--- config.mk ---
export PLATFORM = sky130hd
export DESIGN_NAME = load_ext_32_flat
export DESIGN_NICKNAME = d
export VERILOG_FILES = /design/src/rtl/load_ext_32_pkg.sv /design/src/rtl/load_ext_32_if.sv /design/src/rtl/load_ext_32_lane_ext.sv /design/src/rtl/load_ext_32.sv /design/src/flat_wrapper.sv
export SDC_FILE = /design/constraint.sdc
export NUM_CORES = 1
export LEC_CHECK = 0
export ABC_AREA = 0
export BUFFER_PORTS_ARGS = -buffer_cell sky130_fd_sc_hd__buf_2
export CORE_MARGIN = 3
export CORE_UTILIZATION = 45
export CTS_BUF_LIST = sky130_fd_sc_hd__clkbuf_16
export DETAILED_ROUTE_END_ITERATION = 6
export PLACE_DENSITY = 0.78
export REMOVE_ABC_BUFFERS = 1
export SYNTH_ARGS = -nofsm -noshare
export SYNTH_HDL_FRONTEND = slang
export SYNTH_SLANG_ARGS = --single-unit
--- constraint.sdc ---
create_clock -name clk -period 3.8 [get_ports clk]
set_input_delay 0 -clock clk [delete_from_list [all_inputs] [get_ports clk]]
set_output_delay 0 -clock clk [all_outputs]
set_load 0.1 [all_outputs]
--- src/rtl/load_ext_32_pkg.sv ---
// Shared encodings for the load-extend path: access sizes, FSM states and
// the alignment rule used to reject bad accesses before touching memory.
package load_ext_32_pkg;

  localparam logic [1:0] SZ_BYTE = 2'b00;
  localparam logic [1:0] SZ_HALF = 2'b01;
  localparam logic [1:0] SZ_WORD = 2'b10;

  typedef enum logic [1:0] {
    IDLE = 2'b00,
    REQ  = 2'b01,
    RESP = 2'b10,
    FAIL = 2'b11
  } state_t;

  // The reserved size encoding counts as misaligned so it never reaches memory.
  function automatic logic misaligned(input logic [1:0] size, input logic [1:0] a);
    logic bad;
    case (size)
      SZ_BYTE: bad = 1'b0;
      SZ_HALF: bad = a[0];
      SZ_WORD: bad = (a != 2'b00);
      default: bad = 1'b1;
    endcase
    return bad;
  endfunction

endpackage

--- src/rtl/load_ext_32_if.sv ---
// Word-read port between the load unit (master) and data memory (slave).
interface load_ext_32_if;
  logic        req;
  logic [31:0] addr;
  logic        ack;
  logic [31:0] rdata;

  modport master (output req, output addr, input ack, input rdata);
  modport slave  (input req, input addr, output ack, output rdata);
endinterface

--- src/rtl/load_ext_32_lane_ext.sv ---
// Picks the little-endian byte/halfword lane out of a memory word and
// sign- or zero-extends it to 32 bits; shared by any load path.
module lane_ext_32
  import load_ext_32_pkg::*;
(
  input  logic [31:0] word,
  input  logic [1:0]  a,
  input  logic [1:0]  size,
  input  logic        is_unsigned,
  output logic [31:0] ext
);

  logic [7:0]  byte_lane;
  logic [15:0] half_lane;

  always_comb begin
    byte_lane = word[{a, 3'b000} +: 8];
    half_lane = a[1] ? word[31:16] : word[15:0];
    ext       = '0;
    case (size)
      SZ_BYTE: ext = {{24{~is_unsigned & byte_lane[7]}}, byte_lane};
      SZ_HALF: ext = {{16{~is_unsigned & half_lane[15]}}, half_lane};
      SZ_WORD: ext = word;
      default: ext = '0;
    endcase
  end

endmodule

--- src/rtl/load_ext_32.sv ---
// Load unit: fetches a word over a req/ack port, extracts and extends the
// addressed lane, and reports misalignment or acknowledge timeout via err.
module load_ext_32
  import load_ext_32_pkg::*;
#(
  parameter int TIMEOUT = 16
)
(
  input  logic               clk,
  input  logic               rst_n,
  input  logic               start,
  input  logic [31:0]        addr,
  input  logic [1:0]         size,
  input  logic               is_unsigned,
  output logic               busy,
  output logic               done,
  output logic               err,
  output logic [31:0]        data_out,
  load_ext_32_if.master      mem
);

  localparam int CW = $clog2(TIMEOUT) + 1;
  localparam logic [CW-1:0] LIMIT   = (TIMEOUT == 0) ? '0 : CW'(TIMEOUT - 1);
  localparam logic [CW-1:0] CNT_MAX = '1;

  state_t        state, state_nxt;
  logic [CW-1:0] cnt, cnt_nxt;
  logic [1:0]    lat_a, lat_a_nxt;
  logic [1:0]    lat_size, lat_size_nxt;
  logic          lat_uns, lat_uns_nxt;
  logic [31:0]   data_nxt;
  logic [31:0]   maddr_q, maddr_nxt;
  logic          req_q;
  logic [31:0]   ext_val;

  lane_ext_32 u_lane (
    .word        (mem.rdata),
    .a           (lat_a),
    .size        (lat_size),
    .is_unsigned (lat_uns),
    .ext         (ext_val)
  );

  assign mem.req  = req_q;
  assign mem.addr = maddr_q;

  always_comb begin
    state_nxt    = state;
    cnt_nxt      = cnt;
    lat_a_nxt    = lat_a;
    lat_size_nxt = lat_size;
    lat_uns_nxt  = lat_uns;
    data_nxt     = data_out;
    maddr_nxt    = maddr_q;
    case (state)
      IDLE: begin
        cnt_nxt = '0;
        if (start) begin
          lat_a_nxt    = addr[1:0];
          lat_size_nxt = size;
          lat_uns_nxt  = is_unsigned;
          maddr_nxt    = {addr[31:2], 2'b00};
          if (misaligned(size, addr[1:0])) begin
            state_nxt = FAIL;
            data_nxt  = '0;
          end else begin
            state_nxt = REQ;
          end
        end
      end
      REQ: begin
        if (mem.ack) begin
          data_nxt  = ext_val;
          state_nxt = RESP;
        end else if ((TIMEOUT != 0) && (cnt == LIMIT)) begin
          data_nxt  = '0;
          state_nxt = FAIL;
        end else if (cnt != CNT_MAX) begin
          cnt_nxt = cnt + CW'(1);
        end
      end
      RESP:    state_nxt = IDLE;
      FAIL:    state_nxt = IDLE;
      default: state_nxt = IDLE;
    endcase
  end

  // done/err lag the completion state by one edge so every output stays a flop.
  always_ff @(posedge clk or negedge rst_n) begin
    if (!rst_n) begin
      state    <= IDLE;
      cnt      <= '0;
      lat_a    <= '0;
      lat_size <= '0;
      lat_uns  <= 1'b0;
      data_out <= '0;
      maddr_q  <= '0;
      req_q    <= 1'b0;
      busy     <= 1'b0;
      done     <= 1'b0;
      err      <= 1'b0;
    end else begin
      state    <= state_nxt;
      cnt      <= cnt_nxt;
      lat_a    <= lat_a_nxt;
      lat_size <= lat_size_nxt;
      lat_uns  <= lat_uns_nxt;
      data_out <= data_nxt;
      maddr_q  <= maddr_nxt;
      req_q    <= (state_nxt == REQ);
      busy     <= (state_nxt != IDLE);
      done     <= (state == RESP) || (state == FAIL);
      err      <= (state == FAIL);
    end
  end

endmodule

--- src/flat_wrapper.sv ---
// flat-port wrapper written by rule: the top's interface ports become plain ports
module load_ext_32_flat import load_ext_32_pkg::*;
#(
  parameter int TIMEOUT = 16
)
  (clk, rst_n, start, addr, size, is_unsigned, busy, done, err, data_out, mem_req, mem_addr, mem_ack, mem_rdata);
  load_ext_32_if mem_i ();
  input  logic clk;
  input  logic rst_n;
  input  logic start;
  input  logic [31:0] addr;
  input  logic [1:0] size;
  input  logic is_unsigned;
  output logic busy;
  output logic done;
  output logic err;
  output logic [31:0] data_out;
  output wire logic [$bits(mem_i.req)-1:0] mem_req;
  output wire logic [$bits(mem_i.addr)-1:0] mem_addr;
  input wire logic [$bits(mem_i.ack)-1:0] mem_ack;
  input wire logic [$bits(mem_i.rdata)-1:0] mem_rdata;
  assign mem_req = mem_i.req;
  assign mem_addr = mem_i.addr;
  assign mem_i.ack = mem_ack;
  assign mem_i.rdata = mem_rdata;
  load_ext_32 #(.TIMEOUT(TIMEOUT)) u_core (.clk(clk), .rst_n(rst_n), .start(start), .addr(addr), .size(size), .is_unsigned(is_unsigned), .busy(busy), .done(done), .err(err), .data_out(data_out), .mem(mem_i));
endmodule
# Word level (Yosys, flattened, before mapping)
# Cells that the tools add are included.
word_totals:
  regBits: 78
  latch_bits: 0
  inputBits: 71
  memories: 0
  elab_cells: 62
  mem_bits_ro: 0
  mem_bits_rw: 0
classes:
  n_eq_ne: 16
  n_mul: 0
  n_reduce_logical: 11
  div: 0
  n_addsub: 1
  shift: 1
  muxes: 19
  n_bitwise: 3
  n_lt_le_gt_ge: 0
ops:
  columns: ["op", "count"]
  rows:
  - ["32-bit 2-to-1 mux", 4]
  - ["32-bit case mux with 3 select lines", 1]
  - ["32-bit case mux with 2 select lines", 1]
  - ["32-bit by 6-bit variable part select with 8-bit output", 1]
  - ["16-bit 2-to-1 mux", 1]
  - ["5-bit 2-to-1 mux", 3]
  - ["5-bit case mux with 2 select lines", 1]
  - ["2-bit by 1-bit equality test with 1-bit output (second input constant)", 4]
  - ["2-bit equality test (second input constant)", 4]
  - ["2-bit 2-to-1 mux", 4]
  - ["4-bit AND reduction", 2]
  - ["2-bit logical NOT", 3]
  - ["2-bit != test (second input constant)", 3]
  - ["2-bit case mux with 3 select lines", 1]
  - ["2-bit nonzero test", 3]
  - ["5-bit by 1-bit adder with 5-bit output (second input constant)", 1]
  - ["5-bit by 4-bit equality test with 1-bit output (second input constant)", 1]
  - ["5-bit != test (second input constant)", 1]
  - ["2-bit by 1-bit != test with 1-bit output (second input constant)", 2]
  - ["3-bit by 2-bit != test with 1-bit output (second input constant)", 1]
  - ["1-bit case mux with 3 select lines", 1]
  - ["1-bit bitwise AND", 2]
  - ["1-bit 2-to-1 mux", 2]
  - ["2-bit AND reduction", 1]
  - ["other kinds (3)", 3]

# Logic depth before layout (Yosys ltp)
# Gate-level depths: netlist of run 1.
logic_depth:
  ltp_word: 8
  ltp_mapped: 8
  depth_no_buf: 7

# Cells and area by module
# From an unflattened synthesis of run 1, not the netlist that was laid out.
hier_totals:
  cells_unflattened: 323
  area_unflattened_um2: 3928.8
modules_own_cells:
  columns: ["module", "instances", "area_each_um2", "cells_per_inst", "seq_area_each_um2"]
  rows:
  - ["load_ext_32", 1, 3061.7, 203, 1951.9]
  - ["lane_ext_32", 1, 867.1, 120, 0.0]

# Least setup slack after synthesis of run 1
# OpenSTA, ideal clock, no wires.
synth_timing:
  path_type: "reg2reg"
  start: "register u_core.cnt[0]"
  end: "register u_core.cnt[1]"
  synth_period_minus_slack_ns: 2.046
  arrival_time_ns: 1.925
  setup_ns: 0.121
  required_time_ns: 3.679
  path_stages_with_launch: 7
  slack_ns: 1.754
  path_cell_list: "dfrtp_1 > ha_1 > and3_1 > ha_1 > nor4_4 > mux2_2 > a22o_1"
synth_between:
  elab_chain_len: 5
  word_cells_on_any_way: 10
synth_lines:
  columns: ["item", "line_no", "source"]
  rows:
  - ["start, declared", "load_ext_32.sv:27", "logic [CW-1:0] cnt, cnt_nxt;"]
  - ["start signal, assigned", "load_ext_32.sv:104", "cnt <= cnt_nxt;"]
  - ["5-bit by 1-bit adder with 5-bit output", "load_ext_32.sv:79", "cnt_nxt = cnt + CW'(1);"]
  - ["5-bit 2-to-1 mux", "load_ext_32.sv:78", "end else if (cnt != CNT_MAX) begin"]
  - ["5-bit 2-to-1 mux", "load_ext_32.sv:75", "end else if ((TIMEOUT != 0) && (cnt == LIMIT)) begin"]
  - ["5-bit 2-to-1 mux", "load_ext_32.sv:72", "if (mem.ack) begin"]
  - ["5-bit case mux with 2 select lines", "load_ext_32.sv:55", "case (state)"]
# Parallel ways exist; a longest one is shown, timed or not. The select of a mux whose other input is x is not followed.
# A chain may end at the register's enable or synchronous reset.

# Final worst setup path of run 1
layout_timing:
  start: "register u_core.lat_a[1]"
  end: "register u_core.data_out[27]"
layout_between:
  elab_chain_len: 5
  word_cells_on_any_way: 7
layout_lines:
  columns: ["item", "line_no", "source"]
  rows:
  - ["start, declared", "load_ext_32.sv:28", "logic [1:0] lat_a, lat_a_nxt;"]
  - ["start signal, assigned", "load_ext_32.sv:105", "lat_a <= lat_a_nxt;"]
  - ["32-bit by 6-bit variable part select with 8-bit output or 16-bit 2-to-1 mux (tied branches)", "load_ext_32_lane_ext.sv:17, load_ext_32_lane_ext.sv:18", null]
  - ["1-bit bitwise AND, on equally long branches", "load_ext_32_lane_ext.sv:21, load_ext_32_lane_ext.sv:22", null]
  - ["32-bit case mux with 3 select lines *", "load_ext_32_lane_ext.sv:20", "case (size)"]
  - ["32-bit 2-to-1 mux *", "load_ext_32.sv:72", null]
  - ["32-bit case mux with 2 select lines *", "load_ext_32.sv:55", null]
  - ["end signal, assigned", "load_ext_32.sv:108", "data_out <= data_nxt;"]
  - ["end, declared", "load_ext_32.sv:18", "output logic [31:0] data_out,"]
# Mark *: on every way between the ends. The rest lies on a longest branch, timed or not.

==> results, run 1 <==
- The total non-filler cell area in the finished layout is ~5200 sq um.
- After detailed routing, the number of vias per cell comes to about 5.3.
- Leaving out fill and tap cells, the most frequent cell in the layout is sky130_fd_sc_hd__buf_2.
- Setup violations remaining at the end of the flow were counted as 0.
- The register bit total from synthesis is 78.
- The number of buffers added by the clock tree synthesis step is 9.
- The number of placement rows is 32.
- The starting density of the core is 0.472.
- Among all flip-flop cells after synthesis, the most frequent one is sky130_fd_sc_hd__dfrtp_1.
- The worst hold path terminates at u_core.data_out[3].
- The critical path goes through mux2_2 > nand3b_1 > nand3_1 > a22o_1.
- The start point of the worst hold path is mem_rdata[3].
- For the final database, setup skew stands at 0.00821 ns.
- The max-slew violation count came to 0.
- The arrival time at the worst endpoint is 2.48 ns.
- The mean cell area of the mapped netlist is about 12 sq um.
- The number of search-and-repair iterations in the first detailed-routing pass is 4.
- The worst hold-check path type is in -> reg.
- The number of antenna violations at the first check in global routing is 0.
- The count of endpoints failing hold in the final timing report is 0.
- The cell area after placement is 4420 sq um.
- The flow ran to the end, and the final reports show no timing, DRC or antenna violations.
- The post-CTS resize count is 0.
- The top cell types in the final layout, fill and taps aside, are 135 x sky130_fd_sc_hd__buf_2, 78 x sky130_fd_sc_hd__dfrtp_1, 49 x sky130_fd_sc_hd__dlygate4sd3_1, 42 x sky130_fd_sc_hd__mux2_2, 34 x sky130_fd_sc_hd__nand2_1.
- For the worst-skew pair, the clock arrives at the later sink with an insertion delay of 0.33 ns.
- The total I/O pin count is 139.
- Yosys mapped a number of flops with a built-in enable equal to 0.
- The buffer and inverter count on the worst path is 0.
- At the pin with the least slew margin, the transition time is 0.971 ns.
- The final critical delay including setup and external delays is between 2 and 2.5 ns.
- The total grt overflow is 0.
- For this run, design rule violations remaining after detail routing come to 0.
- The share of the Yosys chip area taken by registers is 0.524.
- In this run the cell area of the synthesized design comes to 3730 sq um.
- CTS placed an instance of sky130_fd_sc_hd__clkbuf_16 at the clock tree root.
- The hold buffer count at cts is 49.
- In this run the standard cell core region covers 7890 sq um.
- The fraction of the cycle the final worst path needs is 0.594.
- The data required time of the critical path is 4.02 ns.
- Summed over all nets, the half-perimeter wirelength after detailed placement is just under 7 mm.
- In this run the vertical extent of the chip is around 97 microns.
- The post-CTS setup buffer count is 0.
- The cell with the largest stage delay on the worst path is sky130_fd_sc_hd__dfrtp_1.
- The number of clock sinks is between 70 and 80.
- Timing would allow up to between 400 and 500 MHz.
- The clock tree from TritonCTS is yes.
- The capture point of the worst reg-to-reg path is u_core.data_out[27].
- In the global route stage, overall resource usage came out at 0.231.
- The final layout contains 570 nets.
- The die covers 9410 sq um.
- The via count of the first global-routing pass is 3479.
- The largest fanout on the critical path is 24.
- The worst setup path is captured at a flip-flop.
- Entering global routing, the biggest net connects 79 pins.
- Grouping stages by cell kind, the critical path spends the most delay in flip-flops.
- The largest single stage delay on the critical path is 0.82 ns.
- The count of synthesis-stage warnings from yosys is 0.
- Counting every instance in the synthesized netlist gives 324.
- The worst setup path is launched from a flip-flop.
- The weighted congestion reported at the end of routability-driven placement is 0.818.
- The start point of the critical path is u_core.lat_a[1].
- The normalized max-slew margin is 0.353.
- The number of max-cap violations is 0.
- For this run, asynchronously set or reset flops after synthesis account for 1.00.
- Setup repair after global routing left no endpoint under its margin.
- The number of different library cells used by synthesis comes to 39.
- The chip width is about 97 microns.
- The detail route stage leaves a number of antenna-violating nets equal to 0.
- Summing over every cut layer, the via total after detailed routing is 3194.
- The post-CTS clock slew at the launch and capture registers of the worst setup and hold paths is 0.06 ns.
- The number of buffers on the longest clock path is 2.
- The H-tree depth is 3.
- After detailed routing, the total wire length is 10.6 mm.
- Along the worst hold path, the cell count comes to 3.
- For the worst flop-to-flop path, the logic depth is 4.
- In this run the critical register-to-register path is launched from u_core.lat_a[1].
- Setup total negative slack on the finished layout was measured at 0 ns.
- The first global-routing pass estimated 17.4 mm of wire.
- The area added between synthesis and finish is 39.5%.
- For this block, the initial DRC count from the detailed router was 120.
- The average wire per cell in the routed design is 17.5 microns.
- The critical path is of the reg -> reg type.
- In the final layout, the share of cells above drive strength 1 is 0.422.
- The count of input and output buffers is 136.
- The flop-to-flop setup slack is 1.54 ns.
- The number of antenna diodes in the final layout is 0.
==> worst max path at each step <==
stage                                     end  slack, ns  cells after the start
after CTS                 u_core.data_out[27]       1.55                      4
after global routing       u_core.data_out[3]       1.37                      5
after detailed placement  u_core.data_out[27]       1.54                      4
after floorplan            u_core.data_out[0]      -1.24                      4
after global placement    u_core.data_out[23]       1.60                      4
final                     u_core.data_out[27]       1.54                      4
==> cell usage after synthesis, types with 6 or more instances <==
| cell type | instances | share of area |
|---|---|---|
| sky130_fd_sc_hd__a22o_1 | 18 | 0.042 |
| sky130_fd_sc_hd__nor2_1 | 17 | 0.017 |
| sky130_fd_sc_hd__mux2_2 | 42 | 0.13 |
| sky130_fd_sc_hd__o21ai_0 | 6 | 0.0081 |
| sky130_fd_sc_hd__o21ai_1 | 9 | 0.012 |
| sky130_fd_sc_hd__nand3_1 | 17 | 0.023 |
| sky130_fd_sc_hd__a221oi_2 | 8 | 0.032 |
| sky130_fd_sc_hd__dfrtp_1 | 78 | 0.52 |
| sky130_fd_sc_hd__buf_2 | 15 | 0.020 |
| sky130_fd_sc_hd__clkbuf_1 | 6 | 0.0060 |
| sky130_fd_sc_hd__nand2_1 | 34 | 0.034 |
| sky130_fd_sc_hd__nand2b_1 | 8 | 0.013 |
| sky130_fd_sc_hd__a32oi_1 | 8 | 0.019 |
==> layer usage <==
metal,vias up,track usage,wire length (microns)
met4,0,0.0680,143
met5,-,0,0
li1,1501,-,-
met3,13,0.0714,844
met1,1536,0.290,4350
met2,144,0.383,5220
==> cell type report <==
type	instances	area [sq um]
fill	633	2690
clock buffer	9	225
clock inverter	6	63.8
sequential	78	1950
inverter	4	15.0
multi-input combinational	214	1610
tap	102	128
timing repair buffer	189	1200
==> worst min-delay path: stages <==
cell	delay [ns]
sky130_fd_sc_hd__buf_2	0.09
sky130_fd_sc_hd__a2bb2oi_1	0.06
sky130_fd_sc_hd__o21ai_0	0.16
==> flip-flops by register name, indices dropped and copies added (netlist names) <==
register,flops
u_core.data_out,32
u_core.mem.addr,30
u_core.cnt,5
u_core.lat_a,2
u_core.lat_size,2
u_core.state,2
u_core.busy,1
u_core.done,1
u_core.err,1
u_core.lat_uns,1
u_core.mem.req,1
==> stage by stage <==
stage	setup WS [ns]	hold slack (ns)	std cells	util
floorplan	-1.24	-0.296	296	-
global placement	1.60	0.204	538	0.560
detailed placement	1.54	0.222	538	0.560
CTS	1.55	0.0102	602	0.659
global route	1.37	0.0457	602	0.659
finish	1.54	0.0160	602	0.659
==> cell families (layout without fill, tap and decap cells) <==
kind of cell,count (synthesis),after routing,share of synthesized area
xor+xnor,3,3,0.00705
other cells,1,2,0.00101
buf+inv,33,208,0.0473
simple gates,100,100,0.133
fa+ha+maj,3,3,0.0101
mux,45,45,0.138
flops,78,78,0.524
compound gates,61,61,0.139
Power of run 1 is left out: the tool's default activity adds up to more than one toggle a clock period on the data nets, which glitch-free logic cannot reach.
==> inputs of run 2 (changes only) <==
- ABC_AREA: 0 -> 1
- clock period: 3.8 -> 2.2 ns (I/O delays scaled with it)
==> results, run 2 <==
- The total overflow left after global routing is 0.
- Of all flip-flops after synthesis, the portion carrying an async set or reset was 1.00.
- The commonest non-fill, non-tap cell in the layout is sky130_fd_sc_hd__nand2_1.
- The stage delay of the slowest cell on the critical path is ~0.38 ns.
- The number of buffers on the longest clock path is 2.
- The most frequently used cell type in the post-synthesis netlist is sky130_fd_sc_hd__nand2_1.
- The max-slew violation count is 0.
- Of the post-synthesis cell area, the dominant cell type holds 0.510.
- For the worst setup path, the data required time is 2.47 ns.
- In the routed design, unresolved DRC markers number 0.
- Of the synthesized area, sequential elements account for 0.510.
- The final cell count without fillers is roughly 810.
- The wire length the detailed router placed on met1 is 4.57 mm.
- The critical path in this run is classified as reg -> reg.
- Summed over all nets, the half-perimeter wirelength after detailed placement is 6.90 mm.
- In this design, the largest share of critical-path delay is due to simple AND/OR/NAND/NOR gates.
- The layout cell share with drive strength beyond 1 is 0.240.
- Of all nets on the critical path, the largest fanout is 32.
- Yosys mapped a number of flops with a built-in enable equal to 0.
- Following the worst setup path forward leads to its endpoint at u_core.data_out[11].
- The start point of the critical path is u_core.cnt[0].
- Of the total synthesized cell area, the portion taken by full adders, half adders and majority gates is 0.00981.
- Clock-pin slew was measured on the worst setup and hold paths at roughly 0.060 ns.
- The startpoint of the most critical register-to-register path is u_core.cnt[0].
- Timing analysis after detailed placement gives a worst setup slack of 0.440 ns.
- The highest layer touched by signal routing is met5.
- After detailed routing, the average wire length per cell comes to 13.5 microns.
- Synthesis produced 535 cells.
- The via count of the first global-routing pass came to slightly below 4000.
- The kind of end point of the critical path is a flip-flop.
- The filler cell count in the final layout is 736.
- Walking the worst path, the cells encountered are ha_1 > nand2_1 > nor2_1 > ha_1 > o21ai_0 > nand2_1 > inv_2 > buf_12 > nand2_1 > nand2_1.
- The count of synthesis-stage warnings from yosys is 0.
- sky130_fd_sc_hd__dfrtp_1 takes more of the synthesized area than any other cell.
- In this run the critical register-to-register path is captured at u_core.data_out[11].
- In this run the count of I/O pins placed on the die edge is 139.
- The most flop-heavy register is u_core.data_out.
- Among the stages of the critical path, the cell type that occurs most often is sky130_fd_sc_hd__nand2_1.
- The floorplan step defined a die boundary enclosing approximately 9600 sq um.
- The run finished with clean final reports.
- Clock latency on the worst-skew pair, taken at its later pin, is 0.33 ns.
- The core box area is slightly above 8000 sq um.
- The post-CTS setup buffer count is 0.
- After detailed routing, the met3 layer carries 968 microns of wire.
- The number of search-and-repair iterations in the first detailed-routing pass is 4.
- The number of different library cells in the post-synthesis netlist is 23.
- The mux contribution to synthesized area is 0.
- Port buffering added 136 buffers.
- After detailed routing, the total wire length is roughly 11 mm.
- The post-synth design cell area is 3830 sq um.
- The worst pin sits at a relative slew slack of 0.352.
- The flip-flop count of the largest register, all copies and words added is 32.
- The first global-routing pass estimated 18.2 mm of wire.
- The dominant combinational cell family by area after synthesis is simple AND/OR/NAND/NOR gates.
- The via count is 3927.
- CTS built an H-tree with a depth of 3.
- The DRC violation total after the first TritonRoute iteration is 142.
- In this run the remaining antenna-violating nets after routing total 0.
- The number of stages on the worst setup path is 10.
- The number of placement rows is 33.
- After synthesis the netlist holds a flip-flop and latch count of 78.
- Of the total synthesized cell area, the portion taken by XOR and XNOR cells is 0.
- The number of buffers added by the clock tree synthesis step is 9.
- The wire length on met2 is 5.13 mm.
- The startpoint type of the worst setup path is a flip-flop.
- In this run the mean area of a mapped cell was slightly above 7 sq um.
- TritonCTS built the clock tree.
- The post-layout net count is 777.
- The starting density of the core is 0.463.
- The number of cells after detailed placement is ~760.
- The congestion estimate from routability-driven global placement came to 0.820.
- After synthesis, the most frequently instantiated cells are 321 x sky130_fd_sc_hd__nand2_1, 78 x sky130_fd_sc_hd__dfrtp_1, 39 x sky130_fd_sc_hd__inv_1.
- Setup slack on the critical path of the routed design comes to 0.415 ns.
- The flop-to-flop setup slack is approximately 0.41 ns.
- The path class of the tightest hold or removal check is in -> reg.
- The number of antenna violations at the first check in global routing was 2.
- Setup repair after global routing left no endpoint under its margin.
- After synthesis, the cell types taking the most area are sky130_fd_sc_hd__dfrtp_1 51%, sky130_fd_sc_hd__nand2_1 31%, sky130_fd_sc_hd__inv_1 3.8%.
- Counting every sink on the clock net gives 78.
- Based on the critical path, the design can be clocked at up to 560 MHz.
- The final critical delay including setup and external delays is around 1.8 ns.
- Entering global routing, the biggest net connects 79 pins.
- The final setup violation count is 0.
- The main flop type after synthesis is sky130_fd_sc_hd__dfrtp_1.
- In the final timing run, aggregate negative setup slack is 0 ns.
- The arrival time at the worst endpoint is 2.05 ns.
- Among all stages on the critical path, the largest delay is contributed by sky130_fd_sc_hd__dfrtp_1.
- The count of endpoints failing hold in the final timing report is 0.
- Compared with the post-synthesis result, the final layout area differs by 39.5%.
- The via count normalized by instance count is 4.82.
- For this run, the total global-route usage over all layers was measured as 0.232.
- Together, buffers and inverters on the worst path number 2.
- The slew at the pin with the worst max-slew slack is 0.971 ns.
- The post-synthesis simple-gate area fraction is 0.362.
- The worst setup skew after layout is between 0.004 and 0.005 ns.
- The depth of the worst register-to-register path is 10.
- Of the available clock period, the critical path in the final layout requires 0.812.
- Across the run, the number of max-cap violations was 0.
- Leaving out fill and tap cells, the most frequent cells in the layout are 321 x sky130_fd_sc_hd__nand2_1, 135 x sky130_fd_sc_hd__buf_2, 78 x sky130_fd_sc_hd__dfrtp_1, 39 x sky130_fd_sc_hd__inv_1, 38 x sky130_fd_sc_hd__dlygate4sd3_1.
- The chip width is 98.2 microns.
- The vertical die dimension is 98.2 microns.
- The compound-cell area share of the yosys netlist is 0.0432.
- The CTS root buffer is sky130_fd_sc_hd__clkbuf_16.
[run 2: cell count changes after synthesis, sizes merged, moves of 9 or more]
cell,change
a22o,-18
a32oi,-9
buf,-10
inv,+40
mux2,-42
nand2,+288
[run 2: cell families (layout without fill, tap and decap cells)]
family                     after synthesis  count (layout)
other                                    1               3
AOI/OAI and AO/OA                       31              31
and+or+nand+nor                        354             354
DFF                                     78              78
buffers and inverters                   68             240
adders and majority gates                3               3
[run 2: through the flow]
stage | instance area (sq um) | hold WS [ns] | utilization
2_1_floorplan | 3710 | -0.296 | -
3_3_place_gp | 4590 | 0.192 | 0.555
3_5_place_dp | 4590 | 0.195 | 0.555
4_1_cts | 5340 | 0.00231 | 0.646
5_1_grt | 5340 | 0.0309 | 0.646
6_report | 5340 | 0.0150 | 0.647
[run 2: repair_timing]
action | 4_1_cts | 5_1_grt
gates resized for setup | 0 | 0
hold endpoints to repair | 116 | 0
setup endpoints to repair | 0 | 0
hold buffers | 38 | 0
[run 2: final cells by class]
class	instances	area, sq um	area share
clock buffer	9	225	0.0422
tap	105	131	0.0246
sequential	78	1950	0.366
antenna	1	2.50	0.000469
inverter	44	165	0.0309
multi-input combinational	390	1600	0.299
clock inverter	7	145	0.0272
timing repair buffer	180	1120	0.210
[run 2: worst register-to-register path, delay by kind of cell (launching register included)]
family	cells	cell delay, ns
flip-flops	1	0.38
AO/OA/AOI/OAI	1	0.22
buffers and inverters	2	0.26
AND/OR/NAND/NOR	5	0.45
adder cells (fa/ha/maj)	2	0.42
[run 2: how the worst min path moves through the flow]
stage / from / end / slack (ns) / depth (start not counted)
final: mem_rdata[7] / u_core.data_out[7] / 0.02 / 5
after global routing: mem_rdata[7] / u_core.data_out[7] / 0.03 / 5
after CTS: mem_rdata[7] / u_core.data_out[7] / 0.002 / 5
after detailed placement: addr[12] / u_core.mem.addr[12] / 0.20 / 3
after global placement: addr[28] / u_core.mem.addr[28] / 0.19 / 3
after floorplan: rst_n / u_core.busy / -0.30 / 0
[run 2: metal layers]
layer  global-route usage  vias up
li1                     -     1940
met1                0.283     1776
met2                0.385      179
met3               0.0636       30
met4                0.104        2
met5                    0        -
Power of run 2 is left out for the same reason.
==> inputs of run 3 (changes only) <==
- PLACE_DENSITY: 0.78 -> 0.81
- clock period: 2.2 -> 1.5 ns (I/O delays scaled with it)
==> results, run 3 (synthesis gave the netlist of run 2 again) <==
- The flow ran to the end, but the final reports show violations.
- The checks that failed: DRC, setup timing.
- From left edge to right edge, the die measures 98.2 microns.
- The H-tree depth is 3.
- The final cell count without fillers is 835.
- Data on the critical path arrives at its endpoint at around 2 ns.
- The final critical delay including setup and external delays is 1.70 ns.
- The overall global routing resource usage is 0.267.
- In the layout the commonest cells are 304 x sky130_fd_sc_hd__nand2_1, 135 x sky130_fd_sc_hd__buf_2, 77 x sky130_fd_sc_hd__dfrtp_1, 39 x sky130_fd_sc_hd__inv_1, 37 x sky130_fd_sc_hd__dlygate4sd3_1.
- STA puts the critical path data required time at 1.76 ns.
- The fmax is 589 MHz.
- With fillers left out, the area of the finished cells amounts to roughly 5700 sq um.
- At the end of routability-driven placement, the weighted congestion stood at 0.840.
- The worst hold-check path type is in -> reg.
- The region available for standard cell placement spans 8260 sq um.
- The category of the most critical setup path is reg -> reg.
- For this design the top-level I/O count stands at between 100 and 150.
- The max-slew violation count is 0.
- Measured against its own limit, the worst slew margin works out to 0.562.
- The area added between synthesis and finish is 48.3%.
- Max-cap violations in this run came to 0.
- The kind of end point of the critical path is a flip-flop.
- The cell area after placement is 4720 sq um.
- The slew at the pin with the worst max-slew slack is 0.657 ns.
- The number of cells after detailed placement is 774.
- Summed over all layers, the global routing overflow is 0.
- The starting density of the core is 0.463.
- The via count of the first global-routing pass came to 4290.
- Of the cells placed in the final design, the portion with a size suffix greater than 1 is 0.301.
- The vertical die dimension is 98.2 microns.
- The number of buffers on the longest clock path is 2.
- In this run, CTS created clock tree buffers numbering 9.
- After the first detailed-routing iteration, the DRC count stood at approximately 240.
- The die area is between 9000 and 10000 sq um.
- The count of input and output buffers is 136.
- The via count normalized by instance count is about 5.0.
- Detailed placement ended at an HPWL of 7.45 mm.
- The CTS root buffer is sky130_fd_sc_hd__clkbuf_16.
- The final layout contains routed wiring with a total length of 12.6 mm.
- Setup repair after global routing could not meet its margin everywhere.
- The repair_antennas step left the layout with diodes totalling 0.
- The antenna violation net count after detailed routing is 0.
- The post-layout net count is ~800.
- The first global-routing pass estimated 20.6 mm of wire.
- The number of antenna violations at the first check in global routing was 3.
- The library cell used most frequently in the layout, excluding fill and tap cells, is sky130_fd_sc_hd__nand2_1.
- The worst setup path is launched from a flip-flop.
- The register with the most flip-flops in the layout has 32 of them.
- The clock drives 78 sinks.
- The final route contains between 4000 and 5000 vias.
- Along the worst path, the maximum fanout reaches 6.
- The clock tree from TritonCTS is yes.
- Clock skew on the completed layout was measured at 0.00827 ns.
- The floorplan has 33 rows.
- The final setup violation count is 37.
- Clock latency on the worst-skew pair, taken at its later pin, is 0.34 ns.
- Entering global routing, the biggest net connects 48 pins.
- Dividing the detail-routed wire length by the instance count gives roughly 15 microns.
- The fraction of the cycle the final worst path needs is 1.13.
- The count of endpoints failing hold in the final timing report is 0.
- The DRC violations left is 1.
- Setup slack on the critical path of the routed design comes to -0.196 ns.
- After clock tree synthesis, the clock-pin slew on the worst setup and hold paths is 0.06 ns.
- The first TritonRoute pass finished after 7 iterations.
- The most flop-heavy register is u_core.data_out.
run 3: cell types whose count changed in the layout (fill, tap and decap cells not counted), sizes merged:
cell,previous run,this run
buf,142,165
bufinv,4,1
clkinv,2,4
clkinvlp,0,2
diode,1,0
dlygate4sd3,38,37
inv,45,44
run 3: stage by stage:
step           setup WS [ns]  hold WS [ns]   util  setup TNS, ns
2_1_floorplan          -1.13        -0.296      -         -59.48
3_3_place_gp          -0.139       -0.0268  0.572          -4.54
3_5_place_dp          -0.263       -0.0214  0.572          -9.22
4_1_cts               -0.134       0.00307  0.680          -4.54
5_1_grt               -0.263        0.0348  0.688          -7.55
6_report              -0.196        0.0133  0.688          -5.62
run 3: worst max-delay path, stage by stage, from the launching register on:
cell,delay [ns]
sky130_fd_sc_hd__dfrtp_1,0.40
sky130_fd_sc_hd__ha_2,0.21
sky130_fd_sc_hd__nand2_4,0.09
sky130_fd_sc_hd__nor2_4,0.05
sky130_fd_sc_hd__ha_4,0.17
sky130_fd_sc_hd__buf_6,0.11
sky130_fd_sc_hd__nor2_4,0.13
sky130_fd_sc_hd__nand2_4,0.08
sky130_fd_sc_hd__nand2_4,0.10
sky130_fd_sc_hd__nand2_2,0.06
sky130_fd_sc_hd__nand2_1,0.07
sky130_fd_sc_hd__nand2_1,0.05
sky130_fd_sc_hd__nor2_1,0.10
run 3: layout make-up:
class / count / area, sq um
Inverter: 44 / 165
Timing Repair Buffer: 202 / 1400
Fill cell: 660 / 2580
Clock buffer: 9 / 225
Tap cell: 105 / 131
Multi-Input combinational cell: 390 / 1730
Clock inverter: 7 / 65.1
Sequential cell: 78 / 1950
run 3: final timing paths:
path,slack [ns],cells after the start,endpoint,start
max reg2reg,-0.20,12,u_core.cnt[3],u_core.cnt[1]
min,0.01,5,u_core.data_out[6],mem_rdata[6]
min in group asynchronous,0.16,2,u_core.data_out[12],rst_n
min reg2reg,0.47,2,u_core.data_out[7],u_core.data_out[7]
max,-0.20,12,u_core.cnt[3],u_core.cnt[1]
max in group asynchronous,0.75,3,u_core.mem.addr[20],rst_n
run 3: routing by layer:
metal  GRT usage  wire [microns]
met1       0.325            4910
met2       0.439            6070
met3      0.0807            1280
met4       0.117             347
met5           0              36
run 3: repair_timing:
action	CTS	global route
resized for setup	42	12
pin swaps	24	11
endpoints found under the setup margin	39	49
buffers inserted	8	1
cloned	3	0
hold buffers	37	0
hold endpoints to repair	67	0
Power of run 3 is left out for the same reason.
